File: src/rtl/sipo_pkg.sv
// Shared types and helpers for the serial-in/parallel-out word assembler.
package sipo_pkg;

    typedef enum logic {IDLE, SHIFT} sipo_state_t;

    // Width of the accepted-bit counter for a given word width.
    function automatic int cnt_w(input int width);
        return $clog2(width);
    endfunction

endpackage

File: src/rtl/flopenr.sv
// Word register with synchronous active-high reset and load enable.
module flopenr #(
    parameter int WIDTH = 8
) (
    input  logic             clk,
    input  logic             reset,
    input  logic             en,
    input  logic [WIDTH-1:0] d,
    output logic [WIDTH-1:0] q
);

    // Reset clears the word, otherwise load d when enabled and hold when not.
    always_ff @(posedge clk) begin
        if (reset)   q <= '0;
        else if (en) q <= d;
    end

endmodule

File: src/rtl/sipo_loader.sv
// Serial-in/parallel-out word assembler feeding a flopenr register bank.
// Collects WIDTH accepted bits and presents the word with a one-cycle load strobe.
module sipo_loader
    import sipo_pkg::*;
#(
    parameter int WIDTH     = 8,
    parameter bit MSB_FIRST = 1'b1
) (
    input  logic                     clk,
    input  logic                     reset,
    input  logic                     sin,
    input  logic                     sin_valid,
    input  logic                     clr,
    output logic [WIDTH-1:0]         dout,
    output logic                     load,
    output logic                     busy,
    output logic [$clog2(WIDTH)-1:0] bit_cnt
);

    localparam int            CW   = cnt_w(WIDTH);
    localparam logic [CW-1:0] LAST = CW'(WIDTH - 1);

    sipo_state_t      state;
    logic [WIDTH-1:0] sr;
    logic [WIDTH-1:0] sr_nxt;
    logic             last_bit;
    logic             complete;

    // Shift register contents once the current bit is merged in.
    always_comb begin
        sr_nxt = sr;
        if (MSB_FIRST) sr_nxt = {sr[WIDTH-2:0], sin};
        else           sr_nxt = {sin, sr[WIDTH-1:1]};
    end

    // The word completes on the bit accepted while WIDTH-1 bits are already held;
    // clr wins over that bit, so an abort on the completing edge discards the word.
    assign last_bit = (state == SHIFT) && (bit_cnt == LAST);
    assign complete = sin_valid && !clr && last_bit;

    // FSM, bit counter, shift register, busy flag and load strobe.
    always_ff @(posedge clk) begin
        if (reset || clr) begin
            state   <= IDLE;
            bit_cnt <= '0;
            sr      <= '0;
            busy    <= 1'b0;
            load    <= 1'b0;
        end else begin
            load <= complete;
            if (sin_valid) begin
                sr <= sr_nxt;
                case (state)
                    IDLE: begin
                        state   <= SHIFT;
                        bit_cnt <= CW'(1);
                        busy    <= 1'b1;
                    end
                    SHIFT: begin
                        if (last_bit) begin
                            state   <= IDLE;
                            bit_cnt <= '0;
                            busy    <= 1'b0;
                        end else begin
                            bit_cnt <= bit_cnt + CW'(1);
                        end
                    end
                    default: begin
                        state   <= IDLE;
                        bit_cnt <= '0;
                        busy    <= 1'b0;
                    end
                endcase
            end
        end
    end

    // dout uses the same register as the downstream bank, so hold behaviour matches.
    flopenr #(.WIDTH(WIDTH)) u_dout_reg (
        .clk   (clk),
        .reset (reset),
        .en    (complete),
        .d     (sr_nxt),
        .q     (dout)
    );

endmodule

File: config.mk
export PLATFORM = sky130hd
export DESIGN_NAME = sipo_loader
export DESIGN_NICKNAME = d
export VERILOG_FILES = /design/src/rtl/sipo_pkg.sv /design/src/rtl/flopenr.sv /design/src/rtl/sipo_loader.sv
export SDC_FILE = /design/constraint.sdc
export NUM_CORES = 1
export LEC_CHECK = 0
export CAP_MARGIN = 5
export CORE_ASPECT_RATIO = 0.75
export CORE_MARGIN = 1.5
export CORE_UTILIZATION = 47
export CTS_CLUSTER_DIAMETER = 200
export DETAILED_ROUTE_END_ITERATION = 16
export GPL_ROUTABILITY_DRIVEN = 0
export HOLD_SLACK_MARGIN = 0.05
export PLACE_DENSITY = 0.75
export SLEW_MARGIN = 40
export SYNTH_ARGS = -nofsm -noshare
export SYNTH_HDL_FRONTEND = slang
export SYNTH_HIERARCHICAL = 1
export SYNTH_SLANG_ARGS = --single-unit
File: constraint.sdc
create_clock -name clk -period 1.71 [get_ports clk]
set_clock_uncertainty 0.2 [all_clocks]
set_input_delay 0.342 -clock clk [delete_from_list [all_inputs] [get_ports clk]]
set_output_delay 0.342 -clock clk [all_outputs]
set_load 0.01 [all_outputs]
# Word level (Yosys, flattened, before mapping)
# Cells that the tools add are included.
# word_totals
elab_cells	22
output_inout_bits	13
input_bits	5
reg_bits	21
# op_classes
bitwise	1
reduce_logical	6
n_eq_ne	2
mux	6
n_addsub	1
# ops
op	n
3-bit one-hot mux with 2 select lines	1
1-bit one-hot mux with 2 select lines	2
3-bit by 1-bit adder with 3-bit output (second input constant)	1
3-bit equality test (second input constant)	1
1-bit logical AND	3
3-bit 2-to-1 mux	1
1-bit 2-to-1 mux	2
2-bit by 1-bit inequality test with 1-bit output (second input constant)	1
2-bit AND reduction	1
1-bit zero test	1
1-bit logical OR	1
1-bit inverter	1

# Depth between registers and ports, before layout
# Gate-level depths: netlist of the first run.
# logic_depth
word_depth	4
ltp_mapped	7
mapped_depth_nobuf	6

# Hierarchy
# Netlist of the first run, hierarchy kept.
# by_module_without_submodules
mod	area_per_inst_um2	seq_area_each_um2	instances	cells_per_inst
sipo_loader	545.5	260.2	1	50
flopenr	285.3	160.2	1	26

# Worst setup path before layout of the first run
# No wires, ideal clock.
# synth_path
path_type	register to register
startpoint	register bit_cnt[0]
endpoint	register u_dout_reg.q[0]
required_ns	1.386
stages_incl_launch_ff	8
setup_ns	0.124
synth_period_minus_slack_ns	1.654
path_buffers	1
arrival_time_ns	1.330
path_slack_ns	0.056
cell_sequence	dfxtp_1 > ha_1 > ha_1 > nand3_1 > nor2_1 > buf_6 > mux2i_1 > nor2_1
# synth_via
elab_chain_len	3
# synth_lines
element	line	rtl
start, declared	sipo_loader.sv:17	output logic [$clog2(WIDTH)-1:0] bit_cnt
start signal, assigned	sipo_loader.sv:65	bit_cnt <= bit_cnt + CW'(1);
3-bit equality test	sipo_loader.sv:38	assign last_bit = (state == SHIFT) && (bit_cnt == LAST);
1-bit logical AND	sipo_loader.sv:38	
1-bit logical AND	sipo_loader.sv:39	assign complete = sin_valid && !clr && last_bit;
named net complete	sipo_loader.sv:27	logic complete;
end signal, assigned	flopenr.sv:14	if (reset) q <= '0;
end signal, assigned	flopenr.sv:15	else if (en) q <= d;
end, declared	flopenr.sv:9	output logic [WIDTH-1:0] q
# The timed path passes the listed nets, and every way through them passes these cells.
# A chain may end at the register's enable or synchronous reset.

# Worst setup path after layout of the first run
# layout_path
startpoint	register bit_cnt[0]
endpoint	output port bit_cnt[0]
# No word-level cell between the ends.

==> impl_metrics.toml, run 1 <==
[outcome]
outcome = "completed"

[final_layout]
layout.cells.non_filler = 118
area_delta_synth_final_pct = 27.71
diodes = 0
drive_gt1_frac = 0.2165
fin_nets = 105

[global_route]
grt_max_degree = 17
grt_pass1_wl_um = 2346
overflow = 0
grt_usage = 0.1720
grt_pass1_vias = 543
antenna_found_initial = 0

[clocking]
clkLatencyLatePin_ns = 0.31
cts_tree = "yes"
cts.sinks = 21
clockBufferDepth = 2
cts_made_buffers = 3
clk_pin_slew_ns = 0.12
h-tree-depth = 1
clock-root-buffer = "clkbuf_4"
hold_buffers = 0

[detailed_routing]
drtAntennaViolNets = 0
drt-total-wl_um = 1465
drt_iter0_drc = 13
routed-via-count = 586
first_pass_iters = 4
routedWlPerCell_um = 12.42
drc = 0
drt-vias-per-instance = 4.966

[flow_run]
cap_viol_max_count = 0

[sta]
rsz0062_at_grt = "no"
fmax_mhz = 616.5
max_slew.worst_pin.slew_ns = 0.2344
hold_violations = 0
hold_slack_ns = 0.3008
period_share = 0.9486
relSlewSlack = 0.8435
fin_crit_ns = 1.622
setup_viol = 0
setup_ws_ns = 0.08789
slew_viol_final = 0
fin_tns_setup_ns = 0

[power]
ir_drop_uv = 592.2
cellLeakagePower_nw = 0.4627
powerDensity_nw_per_um2 = 741.3

[floorplanning]
die_w_um = 51.55
rows = 12
pin_count = 18
die-area_um2 = 2031
core_um2 = 1562
die_h_um = 39.41
start_util = 0.5321

[placed_design]
dpl.cell_count = 114
pre_cts_ws_ns = -0.1074
port_buffers = 17
dp_hpwl_um = 990.1

[synth]
synth_fp_nets = 83
synth-seq-cells = 21
synth_commonest_cells = "dfxtp_1, nor2_1, mux2i_1"
synth_edf_count = 0
yosysTopAreaCell = "dfxtp_1"
synth_flop_cell = "dfxtp_1"
synth_top_cell_area_share = 0.5060
synth_area_per_cell_um2 = 10.93
synth_most_common_cell = "dfxtp_1"
ys_seq_area_frac = 0.5060
ys_warn_count = 6
netlist_area_um2 = 830.8
synth-async-reset-ratio = 0
synth_cell_type_count = 17
syn_inst = 76
synth.area.top_cells = "dfxtp_1, mux2i_1, nor2_1"

[hold_path]
worstHoldPathType = "reg -> reg"

[worst_setup_path]
startpoint_type = "register"
worstSetupPathType = "reg -> out"
crit_arrival_ns = 1.08
critPathSlowestCell = "dfxtp_2"
crit_fanout = 3
cp_slowest_stage_delay_ns = 0.35
path_buf_inv = 2
reg2reg_slack_ns = 0.11
cp_cell_sequence = "buf_4 -> dlygate4sd2_1"
crit_family = "buffers and inverters"
end_kind = "output pin"
required_ns = 1.17
==> per-stage QoR <==
step / power, W / cell area, µm² / utilization
detailed placement: 0.0005608 / 1007 / 0.6450
global placement: 0.0005600 / 1007 / 0.6450
CTS: 0.0007961 / 1018 / 0.6522
global route: 0.0008313 / 1061 / 0.6795
floorplan: 0.0005453 / 830.8 / -
finish: 0.0007865 / 1061 / 0.6795
==> timing repair <==
| action | in CTS | in global routing |
|---|---|---|
| setup endpoints to repair | 13 | 8 |
| resized for setup | 13 | 10 |
| buffers inserted | 0 | 0 |
| endpoints found under the hold margin | 0 | 0 |
| pin swaps | 0 | 1 |
==> state kept, by name (all words and copies together) (netlist names) <==
| name | flops |
|---|---|
| sr | 7 |
| state | 1 |
| busy | 1 |
| u_dout_reg/q | 8 |
| bit_cnt | 3 |
| load | 1 |
==> worst paths after layout <==
check                        from               to  depth (start not counted)
setup / recovery       bit_cnt[0]       bit_cnt[0]                          2
hold / removal    u_dout_reg/q[6]  u_dout_reg/q[6]                          2
hold reg to reg   u_dout_reg/q[6]  u_dout_reg/q[6]                          2
setup reg to reg       bit_cnt[1]  u_dout_reg/q[4]                          7
==> layout by cell type, fill, tap and decap left out, types with 2 or more instances in the layout <==
master and count:
clkdlybuf4s50_1 4, a21oi_2 2, dfxtp_2 2, buf_4 4, mux2i_1 14, nor2_1 18
nand2b_1 3, dlygate4sd2_1 13, ha_4 2, dfxtp_1 19, clkbuf_4 3
==> tightest hold or removal path, delay by kind of cell, from the launching register on <==
family	cells	cell delay, ns
flops	1	0.34
mux	1	0.06
simple gates	1	0.08
==> final cells by class <==
type	count	area, µm²
well taps	21	26.28
clock inverters	1	5.005
repair buffers	22	195.2
clock buffers	3	22.52
flip-flops and latches	21	422.9
multi-input cells	50	389.1
fillers	140	500.5
==> layer usage <==
metal | share of wire | GRT usage
met4 | 0.0075 | 0.09868
met1 | 0.51 | 0.2075
met5 | 0 | 0
met2 | 0.42 | 0.2468
met3 | 0.064 | 0.08779
==> power breakdown <==
group,internal [W],switching [W],total (W)
sequential,0.000494,0.00000430,0.000498
clock,0.0000874,0.000149,0.000237
combinational,0.0000263,0.0000254,0.0000517
==> cells by family (layout without fill, tap and decap cells) <==
kind of cell               after synthesis  count (layout)  share of synthesized area
DFF                                     21              21                     0.5060
muxes                                   15              15                     0.1807
AOI/OAI and AO/OA                        5               5                    0.05120
and+or+nand+nor                         28              28                     0.1627
buffers and inverters                    5              26                    0.06927
adders and majority gates                2               2                    0.03012
Power figures use the tool's default switching activity.
==> run 2: changes to the inputs <==
clock period = 1.8 ns   (was 1.71 ns; I/O delays follow)
==> impl_metrics.toml, run 2 (synthesis results as in run 1) <==
[outcome]
outcome = "completed"

[worst_setup_path]
crit_fanout = 2
end_kind = "output pin"
cp_cell_sequence = "clkdlybuf4s50_1"
path_buf_inv = 1
worstSetupPathType = "reg -> out"
crit_family = "buffers and inverters"
required_ns = 1.24
crit_arrival_ns = 1.18
startpoint_type = "register"
timing.rr.end = "u_dout_reg/q[4]"
cp_slowest_stage_delay_ns = 0.54
reg2reg_from = "bit_cnt[0]"
critPathSlowestCell = "clkdlybuf4s50_1"
reg2reg_depth = 7
reg2reg_slack_ns = 0.11

[sta]
slew_viol_final = 0
relSlewSlack = 0.8942
hold_slack_ns = 0.2847
period_share = 0.9670
rsz0062_at_grt = "yes"
fmax_mhz = 574.5
fin_crit_ns = 1.741
max_slew.worst_pin.slew_ns = 0.1543
hold_violations = 0
setup_viol = 0

[detailed_routing]
drt-total-wl_um = 1484
routed-via-count = 579
first_pass_iters = 3
drtAntennaViolNets = 0
drc = 0
routedWlPerCell_um = 12.68
drt-vias-per-instance = 4.949
drt_iter0_drc = 5

[power]
power.switching_w = 0.0001653
internal_power_w = 0.0005766
p_clk_frac = 0.298
cellLeakagePower_nw = 0.5589
ir_drop_uv = 644.6
powerDensity_nw_per_um2 = 705.9
p_seq_frac = 0.637
p_sw_frac = 0.2228
combPwrFrac = 0.064
finalPower_w = 0.0007419

[hold_path]
worstHoldPathType = "reg -> reg"
min_from = "bit_cnt[1]"
hold_depth = 2
hold_end = "bit_cnt[1]"

[global_route]
grt_max_degree = 17
grtUsageMet1 = 0.2235
antenna_found_initial = 0
grt_pass1_wl_um = 2484
grt_pass1_vias = 563
grt_usage = 0.1736
overflow = 0
grt_util_met3 = 0.06870
use_met2 = 0.2660
grt.busiest_layer = "met2"

[placed_design]
dp_hpwl_um = 957.3
port_buffers = 17

[floorplanning]
rows = 12
pin_count = 18
die_h_um = 39.41
core_um2 = 1562
die_w_um = 51.55
start_util = 0.5321
die-area_um2 = 2031

[clocking]
cts.sinks = 21
clkLatencyLatePin_ns = 0.31
clk_pin_slew_ns = 0.11
cts_tree = "yes"
h-tree-depth = 1
clock-root-buffer = "clkbuf_4"
cts_made_buffers = 3
hold_buffers = 0
postCtsSetupRepairBufs = 0
clockBufferDepth = 2

[final_layout]
area_delta_synth_final_pct = 26.51
fin_nets = 104
largest_register = "u_dout_reg/q"
diodes = 0
nFillCells = 134
reg_top3 = "u_dout_reg/q: 8 flops, sr: 7 flops, bit_cnt: 3 flops"
drive_gt1_frac = 0.1563
largest_register_ffs = 8
final_cell_mix = "nor2_1, dfxtp_1, mux2i_1, dlymetal6s2s_1, clkdlybuf4s50_1"

[flow_run]
cap_viol_max_count = 0
[run 2: worst max path at each step]
stage                         start              end  slack, ns  depth (start not counted)
floorplan                bit_cnt[0]  u_dout_reg/q[0]       0.15                          7
global placement          sin_valid  u_dout_reg/q[1]      0.003                          6
detailed placement        sin_valid  u_dout_reg/q[1]      -0.02                          6
CTS                 u_dout_reg/q[5]          dout[5]       0.01                          1
global route             bit_cnt[0]  u_dout_reg/q[4]      -0.02                          7
finish              u_dout_reg/q[7]          dout[7]       0.06                          1
[run 2: power groups by stage]
stage | clock network [W] | logic [W] | registers (W)
6_report | 0.000221 | 0.0000476 | 0.000473
5_1_grt | 0.000257 | 0.0000517 | 0.000474
4_1_cts | 0.000233 | 0.0000476 | 0.000473
3_5_place_dp | 0 | 0.0000471 | 0.000483
3_3_place_gp | 0 | 0.0000469 | 0.000483
2_1_floorplan | 0 | 0.0000346 | 0.000484
[run 2: cell type report]
type	count	area (µm²)	area share
Tap cell	21	26.28	0.02500
Timing Repair Buffer	21	221.5	0.2107
Clock inverter	1	5.005	0.004762
Clock buffer	3	22.52	0.02143
Multi-Input combinational cell	50	352.8	0.3357
Sequential cell	21	422.9	0.4024
[run 2: layer usage]
| layer | vias up | part of all wire |
|---|---|---|
| met1 | 267 | 0.49 |
| li1 | 294 | - |
| met5 | - | 0 |
| met2 | 15 | 0.44 |
| met3 | 3 | 0.061 |
| met4 | 0 | 0.0067 |
[run 2: through the flow]
stage	cells	setup TNS (ns)	util	instance area, µm²	setup slack [ns]
2_1_floorplan	76	0	-	830.8	0.1462
3_3_place_gp	113	0	0.6402	999.7	0.003429
3_5_place_dp	113	-0.06735	0.6402	999.7	-0.02290
4_1_cts	117	0	0.6571	1026	0.01091
5_1_grt	117	-0.02482	0.6731	1051	-0.01618
6_report	117	0	0.6731	1051	0.05942
[run 2: repair_timing]
item,4_1_cts,5_1_grt
pin swaps,0,0
hold endpoints to repair,0,0
cloned,0,0
setup endpoints to repair,3,10
gates resized for setup,3,10
[run 2: worst register-to-register path: stages, from the launching register on]
cell and delay [ns]:
dfxtp_2 0.37, ha_1 0.16, ha_1 0.16, nand3_1 0.12, nor2_1 0.14, buf_6 0.17, mux2i_1 0.22, nor2_1 0.07
==> run 3: changes to the inputs <==
CORE_UTILIZATION = 25   (was 47)
PLACE_DENSITY = unset   (was 0.75)
SLEW_MARGIN = 20   (was 40)
==> impl_metrics.toml, run 3 (synthesis results as in run 1) <==
[worst_setup_path]
crit_arrival_ns = 1.17
timing.rr.end = "u_dout_reg/q[3]"
endpoint = "bit_cnt[0]"
cp_cell_sequence = "clkdlybuf4s50_1"
startpoint_type = "register"
path_depth = 1
reg2reg_depth = 7
worstSetupPathType = "reg -> out"
crit_family = "buffers and inverters"
path_buf_inv = 1
critPathSlowestCell = "clkdlybuf4s50_1"
reg2reg_from = "bit_cnt[0]"
end_kind = "output pin"
reg2reg_slack_ns = 0.15
cp_slowest_stage_delay_ns = 0.54
crit_fanout = 4
required_ns = 1.24
setup.worst_path.start = "bit_cnt[0]"

[sta]
slew_viol_final = 0
fin_crit_ns = 1.734
rsz0062_at_grt = "no"
setup_viol = 0
period_share = 0.9634
max_slew.worst_pin.slew_ns = 0.2026
relSlewSlack = 0.8648
hold_violations = 0
fmax_mhz = 576.7

[hold_path]
worstHoldPathType = "reg -> reg"

[global_route]
grt_max_degree = 17
grt_pass1_wl_um = 2546
grt_usage = 0.09091
grt_pass1_vias = 528
antenna_found_initial = 0
overflow = 0

[placed_design]
dpl.cell_count = 130
port_buffers = 17
dp_hpwl_um = 1161

[detailed_routing]
drt-vias-per-instance = 4.373
drc = 0
drtAntennaViolNets = 0
drt-total-wl_um = 1616
first_pass_iters = 4
drt_iter0_drc = 10
routedWlPerCell_um = 12.06
routed-via-count = 586

[floorplanning]
die-area_um2 = 3682
pin_count = 18
rows = 17
die_w_um = 69.57
start_util = 0.2731
die_h_um = 52.93
core_um2 = 3042

[power]
ir_drop_uv = 489.0
cellLeakagePower_nw = 0.3998
powerDensity_nw_per_um2 = 749.5
finalPower_w = 0.0008233

[clocking]
cts.sinks = 21
cts_made_buffers = 3
clock-root-buffer = "clkbuf_8"
h-tree-depth = 1
clockBufferDepth = 2
clkLatencyLatePin_ns = 0.25
clk_pin_slew_ns = 0.07
cts_tree = "yes"

[final_layout]
largest_register_ffs = 8
drive_gt1_frac = 0.1771
layout.cells.non_filler = 134
post-route-util = 0.3612
fin_nets = 104
area_delta_synth_final_pct = 32.23
diodes = 0
reg_top3 = "u_dout_reg/q: 8 flops, sr: 7 flops, bit_cnt: 3 flops"
final_common_cell = "nor2_1"
final_cell_mix = "nor2_1, dfxtp_1, clkdlybuf4s50_1, mux2i_1"
largest_register = "u_dout_reg/q"

[outcome]
outcome = "completed"

[flow_run]
cap_viol_max_count = 0
## run 3: cell count changes in the layout (fill, tap and decap cells not counted), moves of 2 or more
cell	delta
clkbuf_4	-3
dlygate4sd2_1	-2
clkdlybuf4s50_1	+10
clkbuf_8	+3
ha_1	-2
dlymetal6s2s_1	-8
ha_4	+2
## run 3: layout make-up
type / instances / area [µm²]
tap: 38 / 47.55
timing repair buffer: 21 / 203.9
multi-input combinational: 50 / 377.9
fill: 297 / 1943
clock buffer: 4 / 45.04
sequential: 21 / 424.2
## run 3: what timing repair did
item,CTS,global route
hold buffers,0,0
resized for setup,0,8
setup endpoints to repair,0,9
buffers inserted,0,0
## run 3: worst min path at each step
stage,start,endpoint,slack [ns],cells past startpoint
2_1_floorplan,sr[6],sr[6],0.26,2
3_3_place_gp,bit_cnt[1],bit_cnt[1],0.28,2
3_5_place_dp,u_dout_reg/q[7],u_dout_reg/q[7],0.29,2
4_1_cts,u_dout_reg/q[5],u_dout_reg/q[5],0.31,2
5_1_grt,u_dout_reg/q[7],u_dout_reg/q[7],0.34,2
6_report,u_dout_reg/q[1],u_dout_reg/q[1],0.30,2
## run 3: tightest hold or removal path, cell delays in order, from the launching register on
cell and delay, ns:
dfxtp_1 0.33, mux2i_1 0.07, nor2_1 0.07
## run 3: per-stage QoR
step           setup slack (ns)  hold WS, ns  area (µm²)  TNS [ns]
2_1_floorplan            0.1462       0.2601       830.8         0
3_3_place_gp           0.009884       0.2788        1021         0
3_5_place_dp           -0.01139       0.2865        1021  -0.05040
4_1_cts                 0.02435       0.3109        1066         0
5_1_grt                 0.01709       0.3403        1099         0
6_report                0.06585       0.3003        1099         0
## run 3: routing by layer
layer	wire [µm]	track usage	up-vias
met1	801	0.1185	279
met5	0	0	-
met3	82	0.03619	2
met2	716	0.1426	13
li1	-	-	292
met4	16	0.01961	0
## run 3: power breakdown
| part | internal [W] | total [W] | switching, W |
|---|---|---|---|
| clock network | 0.000157 | 0.000302 | 0.000145 |
| logic | 0.0000252 | 0.0000477 | 0.0000226 |
| registers | 0.000469 | 0.000473 | 0.00000460 |
==> variant 1: new RTL, flow settings as in run 3 <==
Set the parameter `MSB_FIRST` to 1'b0 (it was 1'b1).
--- a/src/rtl/sipo_loader.sv
+++ b/src/rtl/sipo_loader.sv
@@ -4,7 +4,7 @@
     import sipo_pkg::*;
 #(
     parameter int WIDTH     = 8,
-    parameter bit MSB_FIRST = 1'b1
+    parameter bit MSB_FIRST = 1'b0
 ) (
     input  logic                     clk,
     input  logic                     reset,
Formal check against the unedited RTL: not equivalent (a bounded check fails within 10 cycles, from zero or initial values and one cycle with reset high).
==> variant 1 against run 3 <==
Final cell count is 1.5% higher; routed wire length fell by 4.8%; sequential cell count unchanged; worst setup slack better by 0.013 ns; design area down 0.57%; area after synthesis is 0.45% higher; total power is 0.52% lower; largest cell class unchanged; highest routed layer unchanged.
==> variant 1: results (changes against run 3) <==
- **Post-Synthesis Net Count** 83, unchanged
- **global-route wire length before repair** 2620 um, +2.7%
- **count of inserted antenna diode cells** 0, unchanged
- **critical path endpoint category** primary output
- **top cells by area in the synthesized netlist** sky130_fd_sc_hd__dfxtp_1 50%, sky130_fd_sc_hd__mux2i_1 18%, sky130_fd_sc_hd__nor2_1 8.5%, sky130_fd_sc_hd__buf_6 4.0%, sky130_fd_sc_hd__ha_1 3.0%
- **Crit. path cell count** 1, unchanged
- **result of the run** finished, final reports clean
- **final cell count without fillers** 136, +1.5%
- **Worst Setup Slack, final** 0.0793 ns, +0.0134 ns
- **post-route worst hold slack** 0.295 ns, -0.00550 ns
- **Final Routed Wirelength** 1540 um, -4.8%
- **worst r2r dst** u_dout_reg/q[4]$_SDFFE_PP0P_
- **total global routing track utilization** 9.22%, +0.13 points
- **initial antenna violation count** 0, unchanged
- **setup slack at placement** -0.0000384 ns, +0.0114 ns
- **half-perimeter wire length of the detailed placement result** 1140 um, -1.6%
- **Reg-to-Reg Start** bit_cnt[0]$_SDFFE_PP0P_
- **sequential fraction of design power** 57.7%, +0.2 points
- **share of the yosys chip area belonging to registers** 50.4%, -0.23 points
- **Peak supply drop** 0.407 mV, -17%
- **post-placement cell area** 0.00104 mm2, +1.8%
- **worst relative slew slack** 86.3%, -0.19 points
- **share of total power consumed by net switching** 20.5%, -0.41 points
- **vias** 576, -1.7%
- **Setup crit end** bit_cnt[2]
- **highest-delay cell along the critical path** sky130_fd_sc_hd__clkdlybuf4s50_1
- **first-iteration detailed-routing DRC count** 29, +19
- **layout cell share with drive strength beyond 1** 18.4%, +0.66 points
- **count of warnings emitted by yosys** 6, unchanged
- **reported leakage power** 0.413 nW, +3.2%
- **Port-buffer cells** 17, unchanged
- **Critical Path Source** bit_cnt[2]$_SDFFE_PP0P_
- **hold path startpoint** bit_cnt[1]$_SDFFE_PP0P_
- **number of nets in the layout** 106, +1.9%
- **count of placed standard cells including taps** 132, +1.5%
- **destination of the worst hold path** bit_cnt[1]$_SDFFE_PP0P_
- **Power Density** 750 mW/mm2, about the same
- **register-to-register setup slack** 0.13 ns, -0.02 ns
- **critical path peak fanout** 3, -1
- **via count of the first global-routing pass** 564, +6.8%
- **Fillers** 327, +10%
[variant 1: kinds of logic after synthesis]
logic type	synth area share [%]
buffers and inverters	6.90
AO/OA/AOI/OAI	5.10
flip-flops	50.4
AND/OR/NAND/NOR	16.6
adder cells (fa/ha/maj)	3.00
multiplexers	18.0
[variant 1: area by class of cell]
| cell class | instances | area (um2) | area share, % |
|---|---|---|---|
| Clock buffer | 4 | 45.0 | 4.12 |
| Sequential cell | 21 | 423 | 38.7 |
| Tap cell | 38 | 47.5 | 4.35 |
| Multi-Input combinational cell | 50 | 362 | 33.1 |
| Timing Repair Buffer | 23 | 215 | 19.7 |
[variant 1: metal layers]
layer / part of all wire [%] / global-route usage [%] / up-vias
met3: 6.3 / 4.00 / 4
met5: 0 / 0 / -
met1: 53 / 12.0 / 254
met2: 40 / 13.3 / 19
li1: - / - / 299
met4: 1.4 / 3.85 / 0
==> variant 2: new RTL, flow settings as in run 3 <==
Without the edit above. Register the inputs `sin`, `sin_valid` and `clr` before use, without a reset. The logic sees them one clock later.
--- a/src/rtl/sipo_loader.sv
+++ b/src/rtl/sipo_loader.sv
@@ -20,6 +20,16 @@
     localparam int            CW   = cnt_w(WIDTH);
     localparam logic [CW-1:0] LAST = CW'(WIDTH - 1);
 
+    logic sin_q;
+    logic sin_valid_q;
+    logic clr_q;
+
+    always_ff @(posedge clk) begin
+        sin_q       <= sin;
+        sin_valid_q <= sin_valid;
+        clr_q       <= clr;
+    end
+
     sipo_state_t      state;
     logic [WIDTH-1:0] sr;
     logic [WIDTH-1:0] sr_nxt;
@@ -29,18 +39,18 @@
     // Shift register contents once the current bit is merged in.
     always_comb begin
         sr_nxt = sr;
-        if (MSB_FIRST) sr_nxt = {sr[WIDTH-2:0], sin};
-        else           sr_nxt = {sin, sr[WIDTH-1:1]};
+        if (MSB_FIRST) sr_nxt = {sr[WIDTH-2:0], sin_q};
+        else           sr_nxt = {sin_q, sr[WIDTH-1:1]};
     end
 
     // The word completes on the bit accepted while WIDTH-1 bits are already held;
     // clr wins over that bit, so an abort on the completing edge discards the word.
     assign last_bit = (state == SHIFT) && (bit_cnt == LAST);
-    assign complete = sin_valid && !clr && last_bit;
+    assign complete = sin_valid_q && !clr_q && last_bit;
 
     // FSM, bit counter, shift register, busy flag and load strobe.
     always_ff @(posedge clk) begin
-        if (reset || clr) begin
+        if (reset || clr_q) begin
             state   <= IDLE;
             bit_cnt <= '0;
             sr      <= '0;
@@ -48,7 +58,7 @@
             load    <= 1'b0;
         end else begin
             load <= complete;
-            if (sin_valid) begin
+            if (sin_valid_q) begin
                 sr <= sr_nxt;
                 case (state)
                     IDLE: begin
Formal check against the unedited RTL: not equivalent (a bounded check fails within 4 cycles, from zero or initial values and one cycle with reset high).
==> variant 2 against run 3 <==
Worst setup slack lost 0.018 ns; core utilization shrank 1.9 points; routed wire length shrank 1.9%; total power grew 9.3%; die area grew 6.9%; sequential cell count grew 3; area after synthesis grew 7.2%; global-route usage shrank 0.53 points; design area grew 4.4%; largest power group unchanged.
==> variant 2: results (changes against run 3) <==
- **setup slack at placement** 0.0801 ns, +0.0915 ns
- **mean number of vias per cell** 4.15, -5.1%
- **destination of the worst hold path** bit_cnt[1]$_SDFFE_PP0P_
- **global-route wire length before repair** 2540 um, -0.27%
- **worst r2r dst** u_dout_reg/q[6]$_SDFFE_PP0P_
- **Pint** 714 uW, +9.6%
- **post-placement cell area** 0.00108 mm2, +5.4%
- **first-iteration detailed-routing DRC count** 31, +21
- **vias** 573, -2.2%
- **register-to-register setup slack** 0.09 ns, -0.06 ns
- **total global routing track utilization** 8.56%, -0.53 points
- **Syn Inst Count** 79, +3.9%
- **top cells by area in the synthesized netlist** sky130_fd_sc_hd__dfxtp_1 54%, sky130_fd_sc_hd__mux2i_1 17%, sky130_fd_sc_hd__nor2_1 8.0%, sky130_fd_sc_hd__buf_6 3.8%, sky130_fd_sc_hd__ha_1 2.8%
- **commonest cells in the netlist** 24 x sky130_fd_sc_hd__dfxtp_1, 19 x sky130_fd_sc_hd__nor2_1, 15 x sky130_fd_sc_hd__mux2i_1
- **Worst Max-Slew Pin Slew** 0.198 ns, -0.00485 ns
- **share of the yosys chip area belonging to registers** 53.9%, +3.3 points
- **critical path peak fanout** 3, -1
- **reported leakage power** 0.425 nW, +6.2%
- **number of nets in the layout** 107, +2.9%
- **half-perimeter wire length of the detailed placement result** 1070 um, -8.1%
- **Final Power** 900 uW, +9.3%
- **hold path startpoint** bit_cnt[1]$_SDFFE_PP0P_
- **Final Routed Wirelength** 1590 um, -1.9%
- **Post-Synthesis Net Count** 86, +3.6%
- **Final Cycle Share** 97.3%, +0.98 points
- **P_seq** 545 uW, +15%
- **number of sinks handled by clock tree synthesis** 24, +14%
- **highest-delay cell along the critical path** sky130_fd_sc_hd__clkdlybuf4s50_1
- **P_comb** 47.3 uW, -0.8%
- **count of placed standard cells including taps** 134, +3.1%
- **post-route worst hold slack** 0.290 ns, -0.0101 ns
- **result of the run** finished, final reports clean
- **via count of the first global-routing pass** 555, +5.1%
- **Critical Path Source** bit_cnt[2]$_SDFFE_PP0P_
variant 2: layout make-up:
class	count	area [um2]
multi-input combinational	50	368
clock buffer	3	41.3
sequential	24	484
timing repair buffer	21	204
tap	40	50.0
fill	348	2210
variant 2: cells by family after synthesis:
logic type | count (synthesis) | share of synthesized area, %
AO/OA/AOI/OAI | 5 | 4.78
flip-flops | 24 | 53.9
AND/OR/NAND/NOR | 28 | 15.2
multiplexers | 15 | 16.9
adder cells (fa/ha/maj) | 2 | 2.81
buffers and inverters | 5 | 6.46
variant 2: per-layer routing:
| metal | GRT usage, % | routed length [um] | vias to the layer above | part of all wire [%] |
|---|---|---|---|---|
| li1 | - | - | 299 | - |
| met3 | 4.05 | 93 | 0 | 5.9 |
| met2 | 12.7 | 738 | 15 | 47 |
| met4 | 2.83 | 0 | 0 | 0 |
| met1 | 11.0 | 753 | 259 | 48 |
| met5 | 0 | 0 | - | 0 |
